`config.mk`:
```
export PLATFORM = sky130hd
export DESIGN_NAME = dsp_slice_resp
export DESIGN_NICKNAME = d
export VERILOG_FILES = /design/src/rtl/dsp_slice_resp_pkg.sv /design/src/rtl/dsp_slice_resp_postadd48.sv /design/src/rtl/dsp_slice_resp.sv
export SDC_FILE = /design/constraint.sdc
export NUM_CORES = 1
export LEC_CHECK = 0
export BUFFER_PORTS_ARGS = -buffer_cell sky130_fd_sc_hd__buf_2
export CELL_PAD_IN_SITES_DETAIL_PLACEMENT = 1
export CELL_PAD_IN_SITES_GLOBAL_PLACEMENT = 2
export CORE_AREA = 2 2 229 321
export CTS_BUF_LIST = sky130_fd_sc_hd__clkbuf_8
export DETAILED_ROUTE_END_ITERATION = 10
export DIE_AREA = 0 0 231 323
export PLACE_DENSITY_LB_ADDON = 0.1
export SYNTH_ARGS = -nofsm -noshare
export SYNTH_HDL_FRONTEND = slang
export SYNTH_SLANG_ARGS = --single-unit
```
`constraint.sdc`:
```
create_clock -name clk -period 11.1 [get_ports clk]
set_input_delay 0.555 -clock clk [delete_from_list [all_inputs] [get_ports clk]]
set_output_delay 0.555 -clock clk [all_outputs]
set_load 0.02 [all_outputs]
```
`src/rtl/dsp_slice_resp_pkg.sv`:
```
// Shared opmode encodings, field positions and bus payload for the DSP48A1-style responder slice.
package dsp_slice_resp_pkg;

    localparam int unsigned OPM_W   = 8;
    localparam int unsigned AB_W    = 18;
    localparam int unsigned C_W     = 48;
    localparam int unsigned P_W     = 48;
    localparam int unsigned MUL_W   = 2 * AB_W;
    localparam int unsigned INS_W   = OPM_W + 2 * AB_W + C_W;

    // Bit offsets of the fields inside the flat 92-bit input bus
    localparam int unsigned INS_C_LSB   = 0;
    localparam int unsigned INS_B_LSB   = INS_C_LSB + C_W;
    localparam int unsigned INS_A_LSB   = INS_B_LSB + AB_W;
    localparam int unsigned INS_OPM_LSB = INS_A_LSB + AB_W;

    localparam int unsigned OPM_CIN_BIT = 5;
    localparam int unsigned OPM_SUB_BIT = 7;

    localparam logic [OPM_W-1:0] DSP_NOP       = 8'h00;
    localparam logic [OPM_W-1:0] DSP_XIN_ZERO  = 8'h00;
    localparam logic [OPM_W-1:0] DSP_XIN_MULT  = 8'h01;
    localparam logic [OPM_W-1:0] DSP_XIN_P     = 8'h02;
    localparam logic [OPM_W-1:0] DSP_XIN_AB    = 8'h03;
    localparam logic [OPM_W-1:0] DSP_ZIN_ZERO  = 8'h00;
    localparam logic [OPM_W-1:0] DSP_ZIN_PCIN  = 8'h04;
    localparam logic [OPM_W-1:0] DSP_ZIN_P     = 8'h08;
    localparam logic [OPM_W-1:0] DSP_ZIN_C     = 8'h0C;
    localparam logic [OPM_W-1:0] DSP_PREADD    = 8'h10;
    localparam logic [OPM_W-1:0] DSP_CIN       = 8'h20;
    localparam logic [OPM_W-1:0] DSP_PRESUB    = 8'h40;
    localparam logic [OPM_W-1:0] DSP_POSTSUB   = 8'h80;

    typedef struct packed {
        logic [OPM_W-1:0] opmode;
        logic [AB_W-1:0]  a;
        logic [AB_W-1:0]  b;
        logic [C_W-1:0]   c;
    } dsp_ins_t;

endpackage

```
`src/rtl/dsp_slice_resp_postadd48.sv`:
```
// Combinational X/Z mux and 48-bit post-adder producing result, carry/borrow and signed overflow.
module dsp_postadd48
    import dsp_slice_resp_pkg::*;
(
    input  logic [1:0]     x_sel,
    input  logic [1:0]     z_sel,
    input  logic           cin,
    input  logic           sub,
    input  logic [P_W-1:0] m,
    input  logic [P_W-1:0] ab,
    input  logic [P_W-1:0] c,
    input  logic [P_W-1:0] p,
    output logic [P_W-1:0] r_c,
    output logic           carry_c,
    output logic           ovf_c
);

    logic [P_W-1:0] x;
    logic [P_W-1:0] z;
    logic [P_W:0]   xu;
    logic [P_W:0]   ru;
    logic [P_W+1:0] xs;
    logic [P_W+1:0] zs;
    logic [P_W+1:0] rs;

    // Operand selection; PCIN has no cascade source and reads as zero
    always_comb begin
        x = '0;
        z = '0;
        case (x_sel)
            2'b01:   x = m;
            2'b10:   x = p;
            2'b11:   x = ab;
            default: x = '0;
        endcase
        case (z_sel)
            2'b10:   z = p;
            2'b11:   z = c;
            default: z = '0;
        endcase
    end

    // Unsigned 49-bit path gives P and carry; 50-bit signed path detects overflow
    always_comb begin
        xu = {1'b0, x} + (P_W+1)'(cin);
        ru = sub ? ({1'b0, z} - xu) : ({1'b0, z} + xu);
        xs = {{2{x[P_W-1]}}, x} + (P_W+2)'(cin);
        zs = {{2{z[P_W-1]}}, z};
        rs = sub ? (zs - xs) : (zs + xs);
    end

    assign r_c     = ru[P_W-1:0];
    assign carry_c = ru[P_W];
    assign ovf_c   = !((rs[P_W+1:P_W-1] == 3'b000) || (rs[P_W+1:P_W-1] == 3'b111));

endmodule

```
`src/rtl/dsp_slice_resp.sv`:
```
// DSP48A1-compatible responder slice: multiply, post-add, registered P with overflow/activity status.
// Define DSP_MREG_EN to add the M pipeline stage (latency 2 instead of 1).
module dsp_slice_resp
    import dsp_slice_resp_pkg::*;
#(
    parameter int unsigned CNT_W = 16
) (
    input  logic             clk,
    input  logic             reset,
    input  logic [INS_W-1:0] dsp_ins_flat,
    output logic [P_W-1:0]   dsp_outs_flat,
    output logic             carry_out,
    output logic             ovf_sticky,
    input  logic             ovf_clr,
    output logic [CNT_W-1:0] op_count,
    input  logic             op_count_clr
);

    dsp_ins_t               ins;
    logic signed [MUL_W-1:0] mult;
    logic [P_W-1:0]         m48;
    logic [P_W-1:0]         ab48;
    logic                   issue;

    logic [OPM_W-1:0]       s_op;
    logic [P_W-1:0]         s_m;
    logic [P_W-1:0]         s_ab;
    logic [P_W-1:0]         s_c;
    logic                   exec;

    logic [P_W-1:0]         r_c;
    logic                   carry_c;
    logic                   ovf_c;

    assign ins   = dsp_ins_t'(dsp_ins_flat);
    assign mult  = MUL_W'($signed(ins.a)) * MUL_W'($signed(ins.b));
    assign m48   = P_W'(mult);
    assign ab48  = {12'h000, ins.a, ins.b};
    assign issue = (ins.opmode != DSP_NOP);

`ifdef DSP_MREG_EN
    logic [OPM_W-1:0] op_q;
    logic [P_W-1:0]   m_q;
    logic [P_W-1:0]   ab_q;
    logic [P_W-1:0]   c_q;

    // M stage: product and its controls travel together; reset leaves a NOP here
    always_ff @(posedge clk or negedge reset) begin
        if (!reset) begin
            op_q <= DSP_NOP;
            m_q  <= '0;
            ab_q <= '0;
            c_q  <= '0;
        end else begin
            op_q <= ins.opmode;
            m_q  <= m48;
            ab_q <= ab48;
            c_q  <= ins.c;
        end
    end

    assign s_op = op_q;
    assign s_m  = m_q;
    assign s_ab = ab_q;
    assign s_c  = c_q;
`else
    assign s_op = ins.opmode;
    assign s_m  = m48;
    assign s_ab = ab48;
    assign s_c  = ins.c;
`endif

    assign exec = (s_op != DSP_NOP);

    dsp_postadd48 u_postadd (
        .x_sel   (s_op[1:0]),
        .z_sel   (s_op[3:2]),
        .cin     (s_op[OPM_CIN_BIT]),
        .sub     (s_op[OPM_SUB_BIT]),
        .m       (s_m),
        .ab      (s_ab),
        .c       (s_c),
        .p       (dsp_outs_flat),
        .r_c     (r_c),
        .carry_c (carry_c),
        .ovf_c   (ovf_c)
    );

    // P stage and status; a NOP holds P and carry, a fresh overflow beats a clear
    always_ff @(posedge clk or negedge reset) begin
        if (!reset) begin
            dsp_outs_flat <= '0;
            carry_out     <= 1'b0;
            ovf_sticky    <= 1'b0;
            op_count      <= '0;
        end else begin
            if (exec) begin
                dsp_outs_flat <= r_c;
                carry_out     <= carry_c;
            end
            ovf_sticky <= (exec && ovf_c) || (ovf_sticky && !ovf_clr);
            if (op_count_clr) begin
                op_count <= '0;
            end else if (issue && !(&op_count)) begin
                op_count <= op_count + CNT_W'(1);
            end
        end
    end

endmodule

```
==> results <==
- At the worst endpoint, the arrival time is 10.95 ns.
- The critical path is of the in2reg type.
- The top-area cell type share of the netlist area is 29.0%.
- Clock tree synthesis found a total of 66 sinks.
- The worst pin sits at a relative slew slack of 42.3%.
- Data on the critical path is required at its endpoint by 11.43 ns.
- The yosys synthesis warning count is 0.
- Clock skew on the completed layout was measured at 0.0144 ns.
- The endpoint identified for the worst register-to-register timing path is dsp_outs_flat[46].
- The area of placed instances is 25900 µm².
- The floorplan die width is 231 µm.
- The pre-antenna-repair detailed-routing pass consisted of 4 iterations.
- Synthesis handed over a netlist of 2768 instances.
- In the final design database the tool counted 3607 nets.
- The overall global routing resource usage is 22.3%.
- The weighted congestion reported at the end of routability-driven placement is 0.852.
- The via count of the first global-routing pass is 22523.
- The per-cell via count in the routed design is 5.05.
- The final layout contains routed wiring with a total length of 82.1 mm.
- The later-pin clock latency in the skew report is 0.42 ns.
- The number of H-tree levels is 3.
- Counting flops and latches in the post-synthesis netlist gives 66.
- The most numerous cell on the critical path is sky130_fd_sc_hd__fa_1.
- The type of element launching the critical path is an input pin.
- The slowest stage of the critical path belongs to the cell sky130_fd_sc_hd__fa_1.
- Compared with the post-synthesis result, the final layout area differs by 17.0%.
- The predominant post-synthesis flop cell is sky130_fd_sc_hd__dfrtp_1.
- For the finished layout, the period the worst path requires is 10.63 ns.
- The maximum clock rate is 94.1 MHz.
- The endpoint of the most critical setup path is ovf_sticky.
- The total DRC errors in the routed layout is 0.
- The largest net degree at the start of global routing is 58.
- Counting cells, the worst reg-to-reg path comes to 30.
- The flow ran to the end, and the final reports show no timing, DRC or antenna violations.
- The number of nets produced by synthesis is 3340.
- The initial detailed-routing violation count is 576.
- The post-synthesis area per instance is 8.22 µm².
- The netlist uses 116 different library cells.
- The largest single stage delay on the critical path is 0.56 ns.
- The final critical path takes up 95.7% of the cycle.
- The worst-margin pin slew is 0.865 ns.
- The path class of the tightest hold or removal check is in2reg.
- After global routing the overflow that remains totals 0.
- After clock tree synthesis, the clock-pin slew on the worst setup and hold paths is 0.09 ns.
- In this run the deepest clock path goes through 2 buffers.
- The reported max-cap violation count is 0.
- The number of rows in the core area is 117.
- By area the synthesized netlist is led by sky130_fd_sc_hd__fa_1 (29%), sky130_fd_sc_hd__ha_1 (8.0%), sky130_fd_sc_hd__dfrtp_1 (7.3%), sky130_fd_sc_hd__inv_1 (7.0%), sky130_fd_sc_hd__and2_1 (5.1%).
- The count of boundary I/O pins is 162.
- The full die area is 74600 µm².
- Cells with a size suffix above 1 make up 18.4% of the layout.
- The total count of hold-check failures in the final report is 0.
- The leading cell type by number of instances after synthesis is sky130_fd_sc_hd__inv_1.
- The endpoint type of the worst setup path is a flop.
- Input and output buffers added on the ports amount to 161.
- The tree is rooted in a sky130_fd_sc_hd__clkbuf_8.
- The core region area is 72000 µm².
- The wire length per cell after detailed routing is 20.6 µm.
- By count the netlist is led by sky130_fd_sc_hd__inv_1 (426), sky130_fd_sc_hd__fa_1 (330), sky130_fd_sc_hd__nand2_1 (263), sky130_fd_sc_hd__and2_1 (184), sky130_fd_sc_hd__nor2_1 (167).
- The routed layout has 20174 vias.
- In this run the register-to-register setup slack is 3.76 ns.
- The sequential-to-total area share from yosys stat is 7.26%.
- The final number of max-transition violations is 0.
- The design area is 26600 µm².
- After detailed placement, the design holds a cell count of 3967.
- Once detailed placement completed, the half-perimeter wirelength came to 70.7 mm.
- The count of nets left with antenna violations once routing finished came out at 0.
- The largest total area in the synthesized netlist belongs to sky130_fd_sc_hd__fa_1.
- The TritonCTS clock tree is yes.
- The number of buffers added by the clock tree synthesis step is 9.
- Measured along the y axis, the die boundary spans 323 µm.
- The critical path startpoint is dsp_ins_flat[58].
- The initial standard-cell utilization of the core is 31.6%.
- The biggest fanout along the worst timing path is 11.
- The first-pass GRT wire length is 130 mm.
- Leaving out filler cells and counting taps, the final layout contains 3993.
- Setup violations remaining at the end of the flow were counted as 0.
- For this run, asynchronously set or reset flops after synthesis account for 100%.
- The number of synthesized flops with an enable pin is 0.
- The mapped netlist covers 22800 µm².
- The reg-to-reg startpoint is dsp_outs_flat[0].
- The initial antenna violation count is 1.
[cells in the final DEF (no fill, tap or decap), types with 19 or more instances in the layout]
cell,netlist,routed
sky130_fd_sc_hd__a21o_1,43,42
sky130_fd_sc_hd__a21oi_1,148,142
sky130_fd_sc_hd__a31oi_1,23,19
sky130_fd_sc_hd__and2_1,184,181
sky130_fd_sc_hd__and3_1,29,26
sky130_fd_sc_hd__buf_2,18,147
sky130_fd_sc_hd__buf_4,6,223
sky130_fd_sc_hd__dfrtp_1,66,66
sky130_fd_sc_hd__fa_1,330,328
sky130_fd_sc_hd__ha_1,146,140
sky130_fd_sc_hd__inv_1,426,424
sky130_fd_sc_hd__mux2i_1,65,64
sky130_fd_sc_hd__nand2_1,263,259
sky130_fd_sc_hd__nand2b_1,26,26
sky130_fd_sc_hd__nand3_1,47,44
sky130_fd_sc_hd__nand4_1,25,25
sky130_fd_sc_hd__nor2_1,167,165
sky130_fd_sc_hd__nor2b_1,63,62
sky130_fd_sc_hd__nor3_1,41,38
sky130_fd_sc_hd__o21ai_0,78,72
sky130_fd_sc_hd__or3_1,22,21
sky130_fd_sc_hd__xnor2_1,85,85
sky130_fd_sc_hd__xor2_1,54,54
[state kept, by name (all words and copies together), names as in the netlist]
signal	count
ovf_sticky	1
dsp_outs_flat	48
op_count	16
carry_out	1
[per-layer routing]
metal,up-vias,wire (µm),GRT usage (%)
li1,9580,-,-
met1,10274,36200,28.1
met2,245,42900,41.6
met3,75,1280,1.09
met4,0,1740,5.28
met5,-,0,0
[what timing repair did]
item | in CTS | in global routing
resized for setup | 1 | 103
hold buffers | 1 | 0
pin swaps | 0 | 20
hold endpoints to repair | 17 | 0
gates cloned | 0 | 0
setup buffers | 0 | 8
endpoints found under the setup margin | 1 | 11
[critical path: cells and delay by family]
| family | cells | cell delay, ns |
|---|---|---|
| AOI/OAI and AO/OA | 16 | 2.81 |
| and+or+nand+nor | 10 | 1.93 |
| adders and majority gates | 8 | 3.74 |
| buffers and inverters | 9 | 1.35 |
| xor gates and xnor gates | 2 | 0.53 |
[worst min path at each step]
stage | start | end | slack [ns] | depth (start not counted)
global route | ovf_clr | ovf_sticky | 0.33 | 2
floorplan | reset | carry_out | 0.26 | 0
CTS | ovf_clr | ovf_sticky | 0.30 | 2
detailed placement | reset | op_count[5] | 0.47 | 1
finish | ovf_clr | ovf_sticky | 0.34 | 2
global placement | reset | op_count[5] | 0.46 | 1
[through the flow]
step	TNS, ns	hold WS (ns)	setup slack (ns)	util [%]
CTS	0	0.300	0.0455	36.3
global placement	-1.76	0.463	-0.455	35.9
global route	-0.0210	0.332	-0.0210	37.0
detailed placement	-1.42	0.467	-0.412	35.9
finish	0	0.342	0.475	37.0
floorplan	0	0.259	0.408	-
[logic make-up after synthesis]
kind of cell	synth area share, %
AOI/OAI and AO/OA	14.6
adders and majority gates	37.1
xor gates and xnor gates	5.45
and+or+nand+nor	22.0
DFF	7.26
muxes	3.80
buffers and inverters	9.83
[layout make-up]
class | instances | area [µm²]
Fill cell | 8723 | 45400
Multi-Input combinational cell | 2138 | 19300
Timing Repair Buffer | 393 | 2680
Sequential cell | 66 | 1650
Inverter | 427 | 1610
Tap cell | 952 | 1190
Clock buffer | 9 | 124
Clock inverter | 7 | 82.6
Antenna cell | 1 | 2.50
Power is not shown: default switching activity piles up to over one toggle a cycle in this logic, so the estimate is an artifact.
